File: src/rtl/reciprocal_lut_builder_pkg.sv
// Shared definitions for the reciprocal LUT builder and its divider.
//   FRAC_BITS     : fractional bits of the Q18.14 format
//   DIV_ITERS     : quotient bits produced by seq_divider (one per cycle)
//   build_state_e : build FSM states
package reciprocal_lut_builder_pkg;

  localparam int unsigned FRAC_BITS = 14;
  localparam int unsigned DIV_ITERS = 64;

  typedef enum logic [2:0] {
    ST_IDLE,
    ST_INIT,
    ST_DIV_START,
    ST_DIV_WAIT,
    ST_WRITE,
    ST_DONE
  } build_state_e;

endpackage

File: src/rtl/reciprocal_lut_builder_seq_divider.sv
// seq_divider: 64/32 unsigned restoring divider, one quotient bit per cycle.
//   clk, reset_ni : clock, async active-low reset
//   start_i       : load operands (ignored while a division is running)
//   dividend_i    : 64-bit dividend
//   divisor_i     : 32-bit divisor (latched at start)
//   busy_o        : division in progress
//   done_o        : one-cycle pulse, 65 cycles after the start cycle
//   quotient_o    : floor quotient saturated to 32 bits; held until next start
module seq_divider
  import reciprocal_lut_builder_pkg::*;
(
  input  logic        clk,
  input  logic        reset_ni,
  input  logic        start_i,
  input  logic [63:0] dividend_i,
  input  logic [31:0] divisor_i,
  output logic        busy_o,
  output logic        done_o,
  output logic [31:0] quotient_o
);

  logic [32:0] rem_q, rem_d;
  logic [63:0] quo_q, quo_d;
  logic [31:0] dvs_q, dvs_d;
  logic [6:0]  cnt_q, cnt_d;
  logic        run_q, run_d;
  logic        done_q, done_d;
  logic [32:0] trial;

  // Partial remainder stays below the divisor, so 33 bits hold the trial value.
  assign trial = {rem_q[31:0], quo_q[63]};

  always_comb begin
    rem_d  = rem_q;
    quo_d  = quo_q;
    dvs_d  = dvs_q;
    cnt_d  = cnt_q;
    run_d  = run_q;
    done_d = 1'b0;
    if (!run_q) begin
      if (start_i) begin
        rem_d = '0;
        quo_d = dividend_i;
        dvs_d = divisor_i;
        cnt_d = 7'(DIV_ITERS);
        run_d = 1'b1;
      end
    end else begin
      if (trial >= {1'b0, dvs_q}) begin
        rem_d = trial - {1'b0, dvs_q};
        quo_d = {quo_q[62:0], 1'b1};
      end else begin
        rem_d = trial;
        quo_d = {quo_q[62:0], 1'b0};
      end
      cnt_d = cnt_q - 7'd1;
      if (cnt_q == 7'd1) begin
        run_d  = 1'b0;
        done_d = 1'b1;
      end
    end
  end

  always_ff @(posedge clk or negedge reset_ni) begin
    if (!reset_ni) begin
      rem_q  <= '0;
      quo_q  <= '0;
      dvs_q  <= '0;
      cnt_q  <= '0;
      run_q  <= 1'b0;
      done_q <= 1'b0;
    end else begin
      rem_q  <= rem_d;
      quo_q  <= quo_d;
      dvs_q  <= dvs_d;
      cnt_q  <= cnt_d;
      run_q  <= run_d;
      done_q <= done_d;
    end
  end

  assign busy_o     = run_q;
  assign done_o     = done_q;
  // Divide-by-zero yields all ones and therefore also saturates.
  assign quotient_o = (|quo_q[63:32]) ? '1 : quo_q[31:0];

endmodule

File: src/rtl/reciprocal_lut_builder.sv
// reciprocal_lut_builder: builds slope/intercept tables of f(x)=NUMERATOR/x
// (Q18.14) for the piecewise-linear reciprocal interpolator.
//   clk, reset_ni : clock, async active-low reset
//   start_i       : begin a build (sampled only when idle)
//   busy_o        : build in progress
//   done_o        : one-cycle pulse after the final table write
//   wr_en_o       : table write strobe
//   wr_addr_o     : table index j
//   wr_m_o        : slope m[j], signed Q18.14
//   wr_b_o        : intercept b[j], Q18.14
module reciprocal_lut_builder
  import reciprocal_lut_builder_pkg::*;
#(
  parameter logic [31:0] NUMERATOR                = 32'h100,
  parameter int unsigned END_INTERPOLATION_REGION = 65536,
  parameter int unsigned NB_SUBDIVISIONS          = 16384,
  localparam int unsigned SUBDIVISION_SIZE = END_INTERPOLATION_REGION / NB_SUBDIVISIONS,
  localparam int unsigned S                = $clog2(SUBDIVISION_SIZE),
  localparam int unsigned ADDR_W           = $clog2(NB_SUBDIVISIONS)
) (
  input  logic              clk,
  input  logic              reset_ni,
  input  logic              start_i,
  output logic              busy_o,
  output logic              done_o,
  output logic              wr_en_o,
  output logic [ADDR_W-1:0] wr_addr_o,
  output logic [31:0]       wr_m_o,
  output logic [31:0]       wr_b_o
);

  localparam int unsigned CNT_W = ADDR_W + 1;
  localparam logic [31:0] BV0   = NUMERATOR << FRAC_BITS;

  build_state_e      state_q, state_d;
  logic [CNT_W-1:0]  idx_q, idx_d;
  logic [31:0]       prev_q, prev_d;
  logic [ADDR_W-1:0] addr_q, addr_d;
  logic [31:0]       m_q, m_d;
  logic [31:0]       b_q, b_d;

  logic              div_start;
  logic              div_busy;
  logic              div_done;
  logic [31:0]       div_quo;
  logic [31:0]       div_divisor;
  logic signed [31:0] diff;
  logic              last_entry;

  // X_i = (i * SUBDIVISION_SIZE) << FRAC_BITS; SUBDIVISION_SIZE is 2^S.
  assign div_divisor = 32'(idx_q) << (S + FRAC_BITS);
  assign diff        = $signed(div_quo - prev_q);
  assign last_entry  = (idx_q == CNT_W'(NB_SUBDIVISIONS));

  seq_divider u_div (
    .clk        (clk),
    .reset_ni   (reset_ni),
    .start_i    (div_start),
    .dividend_i (64'(NUMERATOR) << FRAC_BITS),
    .divisor_i  (div_divisor),
    .busy_o     (div_busy),
    .done_o     (div_done),
    .quotient_o (div_quo)
  );

  always_ff @(posedge clk or negedge reset_ni) begin
    if (!reset_ni) state_q <= ST_IDLE;
    else           state_q <= state_d;
  end

  always_comb begin
    state_d = state_q;
    unique case (state_q)
      ST_IDLE:      if (start_i) state_d = ST_INIT;
      ST_INIT:      state_d = ST_DIV_START;
      ST_DIV_START: state_d = ST_DIV_WAIT;
      ST_DIV_WAIT:  if (div_done) state_d = ST_WRITE;
      ST_WRITE:     state_d = last_entry ? ST_DONE : ST_DIV_START;
      ST_DONE:      state_d = ST_IDLE;
      default:      state_d = ST_IDLE;
    endcase
  end

  always_comb begin
    busy_o    = (state_q != ST_IDLE) && (state_q != ST_DONE);
    done_o    = (state_q == ST_DONE);
    wr_en_o   = (state_q == ST_WRITE);
    div_start = (state_q == ST_DIV_START);
  end

  // Write payload is captured as the quotient arrives so it is stable
  // throughout the WRITE cycle and held afterwards.
  always_comb begin
    idx_d  = idx_q;
    prev_d = prev_q;
    addr_d = addr_q;
    m_d    = m_q;
    b_d    = b_q;
    unique case (state_q)
      ST_INIT: begin
        prev_d = BV0;
        idx_d  = CNT_W'(1);
      end
      ST_DIV_WAIT: begin
        if (div_done) begin
          addr_d = ADDR_W'(idx_q - CNT_W'(1));
          b_d    = prev_q;
          m_d    = 32'(diff >>> S);
        end
      end
      ST_WRITE: begin
        prev_d = div_quo;
        if (!last_entry) idx_d = idx_q + CNT_W'(1);
      end
      default: ;
    endcase
  end

  always_ff @(posedge clk or negedge reset_ni) begin
    if (!reset_ni) begin
      idx_q  <= '0;
      prev_q <= '0;
      addr_q <= '0;
      m_q    <= '0;
      b_q    <= '0;
    end else begin
      idx_q  <= idx_d;
      prev_q <= prev_d;
      addr_q <= addr_d;
      m_q    <= m_d;
      b_q    <= b_d;
    end
  end

  assign wr_addr_o = addr_q;
  assign wr_m_o    = m_q;
  assign wr_b_o    = b_q;

endmodule

File: config.mk
export PLATFORM = sky130hd
export DESIGN_NAME = reciprocal_lut_builder
export DESIGN_NICKNAME = d
export VERILOG_FILES = /design/src/rtl/reciprocal_lut_builder_pkg.sv /design/src/rtl/reciprocal_lut_builder_seq_divider.sv /design/src/rtl/reciprocal_lut_builder.sv
export SDC_FILE = /design/constraint.sdc
export NUM_CORES = 1
export LEC_CHECK = 0
export CORE_MARGIN = 4
export CORE_UTILIZATION = 30
export CTS_CLUSTER_DIAMETER = 120
export DETAILED_ROUTE_END_ITERATION = 12
export HOLD_SLACK_MARGIN = 0.06
export PLACE_DENSITY_LB_ADDON = 0.1
export SLEW_MARGIN = 20
export SYNTH_ARGS = -nofsm -noshare
export SYNTH_HDL_FRONTEND = slang
export SYNTH_SLANG_ARGS = --single-unit
export TNS_END_PERCENT = 100
File: constraint.sdc
create_clock -name clk -period 8.8 [get_ports clk]
set_input_delay 1.32 -clock clk [delete_from_list [all_inputs] [get_ports clk]]
set_output_delay 1.32 -clock clk [all_outputs]
set_load 0.02 [all_outputs]
==> key figures, run 1 <==
Logic synthesis
  • Most used flip-flop cell after synthesis: dfrtp_1
  • Proportion of synthesized chip area in sequential cells: 0.514
  • Yosys warning count: 0
  • Number of flops mapped to enable cells by yosys: 0
  • Asr flop ratio synth: 1.00
  • Net count of the mapped netlist: 1240
  • Post-synthesis cell type count: 61
  • Register bit total from synthesis: 246
  • Per-instance average area after synthesis: 10.1 sq um
  • Count of mapped cells out of synthesis: 1187
  • Cell area after synthesis: 0.0120 sq mm

Route
  • Vias per std cell: 4.90
  • 1st-iter DRT viols: 435
  • Post-route ant nets: 0
  • Routed wire length: 29.1 mm
  • Wire length per cell: 16.4 microns
  • Detailed-route DRC error count: 0
  • Via Count: 8702
  • Drt pass-1 iters: 5

Timing
  • Worst Slack Setup Final: 4180 ps
  • Max-slew headroom at the worst pin: 0.286
  • Final critical-path share of the clock period: 0.525
  • Minimum clock period after layout: 4620 ps
  • RSZ-0062 raised after global routing: no
  • F_max: 216 MHz
  • Final total negative setup slack: 0 ps
  • Count of endpoints failing setup in the final report: 0
  • Final Hold Slack: 475 ps
  • Transition at the pin with the smallest max-transition slack: 1070 ps
  • Fin Clk Skew: 7.89 ps
  • Final Max Tran Viols: 0
  • Number of hold-slack violations in the final timing report: 0

Run status
  • Result of the run: completed

Worst setup path
  • First element of the critical path: u_div.quo_q[57]$_DFFE_PN0P_
  • Reg-to-Reg Start: u_div.quo_q[57]$_DFFE_PN0P_
  • R2R Setup Slk: 4180 ps
  • Cell with the largest stage delay on the worst path: or4_1
  • CP Capture Type: flip-flop
  • Kind of start point of the critical path: flip-flop
  • Worst-case reg-to-reg path depth: 15
  • CP Class: flip-flop to flip-flop
  • Stage delay of the slowest cell on the critical path: 520 ps
  • R2r endpoint: wr_m_o[29]$_DFFE_PN0P_
  • Highest fanout seen on the critical path: 36
  • CP Data Required Time: 9190 ps
  • Cell-by-cell listing of the critical path: nor4_1 -> nand2_1 -> or4_1 -> buf_4 -> or2_2 -> ha_1 -> a21oi_1 -> o21ai_1 -> or4_1 -> o2111ai_1 -> nor4b_2 -> o31ai_1 -> a21oi_1 -> xnor2_1 -> o21ai_1
  • Critical path data arrival time: 5010 ps

Flow run
  • Maximum Capacitance Violations: 0

Floorplan
  • Horiz. Die Dim: 208 microns
  • Area of the die: 0.0431 sq mm
  • Standard-cell rows: 72
  • Die Ht: 208 microns
  • Core area: 0.0390 sq mm
  • Initial core utilization: 0.307
  • I/O pin count: 84

CTS
  • Clock slew at reported path FFs: 60 ps
  • # hold bufs at CTS: 0
  • Number of buffers created by CTS: 29
  • TritonCTS clock tree: yes
  • Number of sinks handled by clock tree synthesis: 246
  • Number of H-tree levels: 1
  • Post-CTS Repair Setup Buffers: 0
  • Count of instances resized after the clock tree is built: 0
  • Worst-Skew Late Latency: 540 ps
  • Clock Path Buffers: 3
  • Root Driver: clkbuf_16

Global route
  • Initial antenna violation count: 0
  • Pin count of the biggest net entering global routing: 158
  • Global-route wire length before repair: 48.6 mm
  • Tot GR Track Use: 0.134
  • Number of global-route vias before repair: 8707
  • GRT Residual Overflow: 0

Power and ir drop
  • Leakage Power: 6.58 nW
  • Peak supply drop: 0.106 mV
  • P per Cell Area: 164 mW/mm^2

Placed design
  • Number of I/O port buffers: 83
  • Worst slack at placement: 4160 ps
  • Post-DP Area: 0.0133 sq mm
  • Routability congestion estimate from global placement: 0.784
  • Post-placement cell count: 1724
  • Sum of net half-perimeters after detailed placement: 19.5 mm

Worst hold path
  • Hold Path Sink: wr_m_o[19]$_DFFE_PN0P_
  • Worst hold path cell count: 2
  • Hold path startpoint: wr_m_o[19]$_DFFE_PN0P_
  • Classification of the worst-slack hold path: flip-flop to flip-flop

Layout
  • Diodes inserted: 0
  • Net count of the finished layout: 1290
  • Area overhead of the layout relative to synthesis: 18.6%
  • Design area: 0.0142 sq mm
  • Ratio of cells with drive above 1 in the final layout: 0.0795
  • Most common cell after layout, fill and taps aside: dfrtp_1
  • Fin cells: 1776
  • Leading cell types in the layout, fill and taps excluded: dfrtp_1, nand2_1, a22o_1, o21ai_0, clkdlybuf4s50_1
[cells in the mapped netlist (all sizes together) (8+ instances only)]
| master | n | share of area |
|---|---|---|
| a21o | 16 | 0.010 |
| a21oi | 47 | 0.020 |
| a22o | 106 | 0.078 |
| and3 | 10 | 0.0052 |
| buf | 8 | 0.0040 |
| clkbuf | 64 | 0.020 |
| dfrtp | 246 | 0.51 |
| ha | 49 | 0.051 |
| inv | 61 | 0.019 |
| nand2 | 152 | 0.048 |
| nand2b | 8 | 0.0042 |
| nand3 | 25 | 0.010 |
| nand4 | 9 | 0.0047 |
| nor2 | 38 | 0.012 |
| nor2b | 11 | 0.0058 |
| nor3 | 10 | 0.0046 |
| nor4 | 14 | 0.0073 |
| o21ai | 126 | 0.053 |
| o311ai | 10 | 0.0073 |
| or2 | 33 | 0.017 |
| or3 | 13 | 0.0068 |
| xnor2 | 30 | 0.022 |
| xor2 | 31 | 0.023 |
[cells by family (layout without fill, tap and decap cells)]
logic type      Yosys count  after routing  share of synthesized area
simple gates            342            342                      0.140
mux                       7              7                    0.00607
compound gates          348            348                      0.199
buf+inv                 133            204                     0.0432
fa+ha+maj                50             50                     0.0529
flops                   246            246                      0.514
xor+xnor                 61             61                     0.0447
[routing by layer]
layer,global-route usage,up-vias,share of wire
li1,-,4316,-
met1,0.196,4254,0.50
met2,0.214,103,0.45
met3,0.0184,29,0.032
met4,0.0272,0,0.015
met5,0,-,0
[registers in the layout, summed over array words and instances, names as in the netlist]
| register | cells |
|---|---|
| u_div.cnt_q | 7 |
| wr_addr_o | 14 |
| idx_q | 15 |
| u_div.dvs_q | 15 |
| state_q | 3 |
| u_div.done_o | 1 |
| u_div.busy_o | 1 |
| prev_q | 32 |
| wr_m_o | 30 |
| u_div.quo_q | 64 |
| u_div.rem_q | 32 |
| wr_b_o | 32 |
[stage by stage]
stage | total power, mW | util
global placement | 1.18 | 0.340
CTS | 2.38 | 0.364
global route | 2.42 | 0.364
detailed placement | 1.18 | 0.340
finish | 2.33 | 0.364
floorplan | 1.15 | -
[worst max-delay path, delay by kind of cell (launching register included)]
| family | cells | cell delay (ps) |
|---|---|---|
| xor+xnor | 1 | 130 |
| buf+inv | 1 | 250 |
| compound gates | 6 | 1140 |
| flops | 1 | 400 |
| fa+ha+maj | 1 | 320 |
| simple gates | 6 | 2230 |
[final cells by class]
cell class	instances	area [sq um]
Fill cell	3902	24800
Sequential cell	246	6160
Multi-Input combinational cell	808	5320
Timing Repair Buffer	91	908
Clock buffer	44	862
Tap cell	518	648
Inverter	61	229
Clock inverter	8	71.3
[worst max path at each step]
stage	cells past startpoint	slack, ps	to
CTS	15	4120	wr_m_o[29]$_DFFE_PN0P_
floorplan	16	4760	wr_m_o[22]$_DFFE_PN0P_
global route	15	3780	wr_m_o[29]$_DFFE_PN0P_
global placement	15	4200	wr_m_o[29]$_DFFE_PN0P_
detailed placement	15	4160	wr_m_o[29]$_DFFE_PN0P_
finish	15	4180	wr_m_o[29]$_DFFE_PN0P_
[report_power, final]
part | internal [mW] | switching (mW)
clock network | 0.699 | 0.472
registers | 1.13 | 0
logic | 0.00191 | 0.0221
total | 1.83 | 0.494
No activity file was read; power rests on OpenSTA's default activity.
==> run 2: changes to the inputs <==
clock period = 3.8 ns   (was 8.8 ns; I/O delays follow)
==> run 2 against run 1 <==
  * The flow now finishes with violations (setup timing)
  * Final cell count is 7.7% higher
  * Setup slack worse by 4400 ps
  * Flip-flop and latch count stayed put
  * Highest routed layer unchanged
==> key figures, run 2 (synthesized netlist as in run 1, its figures left out) <==
Timing
  • Final Hold Slack: 72.7 ps (was 475 ps)
  • Worst Slack Setup Final: -183 ps (was 4180 ps)
  • Final Max Tran Viols: 0 (unchanged)
  • Transition at the pin with the smallest max-transition slack: 964 ps (was 1070 ps)
  • Minimum clock period after layout: 3980 ps (was 4620 ps)
  • Final critical-path share of the clock period: 1.05 (was 0.525)
  • Max-slew headroom at the worst pin: 0.357 (was 0.286)
  • Count of endpoints failing setup in the final report: 19 (was 0)
  • RSZ-0062 raised after global routing: yes (was no)
  • Number of hold-slack violations in the final timing report: 0 (unchanged)
  • F_max: 251 MHz (was 216 MHz)
  • Fin Clk Skew: 9.25 ps (was 7.89 ps)
  • Final total negative setup slack: -2000 ps (was 0 ps)

Floorplan
  • Area of the die: 0.0431 sq mm (unchanged)
  • I/O pin count: 84 (unchanged)
  • Initial core utilization: 0.307 (unchanged)
  • Horiz. Die Dim: 208 microns (unchanged)
  • Die Ht: 208 microns (unchanged)
  • Core area: 0.0390 sq mm (unchanged)
  • Standard-cell rows: 72 (unchanged)

Layout
  • Leading cell types in the layout, fill and taps excluded: dfrtp_1, nand2_1, buf_4, a22o_1, o21ai_0 (was dfrtp_1, nand2_1, a22o_1, o21ai_0, clkdlybuf4s50_1)
  • Largest Register: u_div.quo_q (unchanged)
  • Most common cell after layout, fill and taps aside: dfrtp_1 (unchanged)
  • Diodes inserted: 0 (unchanged)
  • Fin cells: 1912 (was 1776)
  • Area overhead of the layout relative to synthesis: 32.8% (was 18.6%)
  • Largest register FFs: 64 (unchanged)
  • Net count of the finished layout: 1425 (was 1290)
  • Ratio of cells with drive above 1 in the final layout: 0.214 (was 0.0795)

Worst setup path
  • Cell-by-cell listing of the critical path: nor4_2 -> nand2_1 -> or4_4 -> buf_8 -> buf_6 -> or2_4 -> ha_2 -> buf_4 -> a21oi_2 -> nor2_1 -> a211oi_2 -> o31ai_4 -> nor4b_4 -> buf_4 -> nor2_2 -> a21oi_2 -> xor2_1 -> o21ai_1 (was nor4_1 -> nand2_1 -> or4_1 -> buf_4 -> or2_2 -> ha_1 -> a21oi_1 -> o21ai_1 -> or4_1 -> o2111ai_1 -> nor4b_2 -> o31ai_1 -> a21oi_1 -> xnor2_1 -> o21ai_1)
  • R2r endpoint: wr_m_o[27]$_DFFE_PN0P_ (was wr_m_o[29]$_DFFE_PN0P_)
  • Worst-case reg-to-reg path depth: 18 (was 15)
  • CP Class: flip-flop to flip-flop (unchanged)
  • Highest fanout seen on the critical path: 12 (was 36)
  • Cell with the largest stage delay on the worst path: or4_4 (was or4_1)
  • R2R Setup Slk: -180 ps (was 4180 ps)
  • Critical path buffers and inverters: 4 (was 1)
  • CP Capture Type: flip-flop (unchanged)
  • Kind of cell adding the most delay to the critical path: simple AND/OR/NAND/NOR gates (unchanged)
  • CP Data Required Time: 4220 ps (was 9190 ps)
  • Stage delay of the slowest cell on the critical path: 580 ps (was 520 ps)
  • Kind of start point of the critical path: flip-flop (unchanged)
  • Reg-to-Reg Start: u_div.quo_q[48]$_DFFE_PN0P_ (was u_div.quo_q[57]$_DFFE_PN0P_)
  • Critical path data arrival time: 4400 ps (was 5010 ps)

CTS
  • Root Driver: clkbuf_16 (unchanged)
  • Number of buffers created by CTS: 30 (was 29)
  • Clock slew at reported path FFs: 60 ps (about the same)
  • TritonCTS clock tree: yes (unchanged)
  • Number of sinks handled by clock tree synthesis: 246 (unchanged)
  • Number of H-tree levels: 1 (unchanged)
  • Clock Path Buffers: 3 (unchanged)
  • Worst-Skew Late Latency: 550 ps (was 540 ps)

Route
  • Routed wire length: 30.6 mm (was 29.1 mm)
  • 1st-iter DRT viols: 464 (was 435)
  • Post-route ant nets: 0 (unchanged)
  • Via Count: 9125 (was 8702)
  • Detailed-route DRC error count: 0 (unchanged)
  • Wire length per cell: 16.0 microns (was 16.4 microns)
  • Vias per std cell: 4.77 (was 4.90)
  • Drt pass-1 iters: 5 (unchanged)

Placed design
  • Sum of net half-perimeters after detailed placement: 21.0 mm (was 19.5 mm)
  • Number of I/O port buffers: 83 (unchanged)
  • Worst slack at placement: -394 ps (was 4160 ps)
  • Routability congestion estimate from global placement: 0.786 (was 0.784)
  • Post-placement cell count: 1846 (was 1724)

Power and ir drop
  • Leakage Power: 7.38 nW (was 6.58 nW)
  • P per Cell Area: 345 mW/mm^2 (was 164 mW/mm^2)
  • Peak supply drop: 0.296 mV (was 0.106 mV)

Flow run
  • Maximum Capacitance Violations: 0 (unchanged)

Run status
  • Result of the run: complete, but fails checks (was completed)
  • Violated checks: setup timing

Worst hold path
  • Classification of the worst-slack hold path: input port to asynchronous set/reset pin (was flip-flop to flip-flop)

Global route
  • Initial antenna violation count: 0 (unchanged)
  • Pin count of the biggest net entering global routing: 102 (was 158)
  • GRT Residual Overflow: 0 (unchanged)
  • Number of global-route vias before repair: 9372 (was 8707)
  • Global-route wire length before repair: 51.4 mm (was 48.6 mm)
  • Tot GR Track Use: 0.140 (was 0.134)
==> run 2: per-layer routing <==
metal | wire [microns] | part of all wire | global-route usage
met1 | 15000 | 0.49 | 0.203
met2 | 13900 | 0.46 | 0.227
met3 | 1100 | 0.036 | 0.0212
met4 | 486 | 0.016 | 0.0274
met5 | 0 | 0 | 0
==> run 2: timing repair <==
action	CTS	global route
resized for setup	63	29
setup endpoints to repair	25	26
pin swaps	32	24
setup buffers	9	3
hold buffers	0	0
cloned	1	1
==> run 2: worst reg2reg max path: stages (launching register included) <==
cell and delay, ps:
dfrtp_1 390, nor4_2 280, nand2_1 100, or4_4 580, buf_8 160, buf_6 140, or2_4 240, ha_2 200
buf_4 140, a21oi_2 130, nor2_1 70, a211oi_2 340, o31ai_4 170, nor4b_4 330, buf_4 160, nor2_2 40
a21oi_2 160, xor2_1 150, o21ai_1 90
==> run 2: layout make-up <==
class	instances	area (sq um)
fillers	3778	23100
multi-input cells	808	5850
clock buffers	43	861
repair buffers	225	2040
flip-flops and latches	246	6160
well taps	518	648
inverters	61	229
clock inverters	11	105
==> run 2: through the flow <==
| step | utilization | power, mW | area, sq um |
|---|---|---|---|
| after floorplan | - | 2.67 | 12100 |
| final | 0.407 | 5.48 | 15900 |
| after CTS | 0.403 | 5.59 | 15700 |
| after global routing | 0.407 | 5.70 | 15900 |
| after detailed placement | 0.367 | 2.73 | 14300 |
| after global placement | 0.367 | 2.73 | 14300 |
==> run 2: power breakdown <==
| part | internal, mW | switching [mW] |
|---|---|---|
| clock network | 1.70 | 1.10 |
| registers | 2.62 | 0 |
| logic | 0.00871 | 0.0517 |
| total | 4.32 | 1.15 |
==> run 2: how the worst max path moves through the flow <==
| stage | from | cells after the start | slack [ps] | end |
|---|---|---|---|---|
| detailed placement | u_div.quo_q[48]$_DFFE_PN0P_ | 16 | -390 | wr_m_o[13]$_DFFE_PN0P_ |
| global placement | u_div.quo_q[56]$_DFFE_PN0P_ | 16 | -450 | wr_m_o[13]$_DFFE_PN0P_ |
| floorplan | u_div.quo_q[48]$_DFFE_PN0P_ | 16 | -10 | wr_m_o[22]$_DFFE_PN0P_ |
| global route | u_div.quo_q[48]$_DFFE_PN0P_ | 17 | -350 | wr_m_o[27]$_DFFE_PN0P_ |
| CTS | u_div.quo_q[46]$_DFFE_PN0P_ | 16 | -230 | wr_m_o[18]$_DFFE_PN0P_ |
| finish | u_div.quo_q[48]$_DFFE_PN0P_ | 18 | -180 | wr_m_o[27]$_DFFE_PN0P_ |
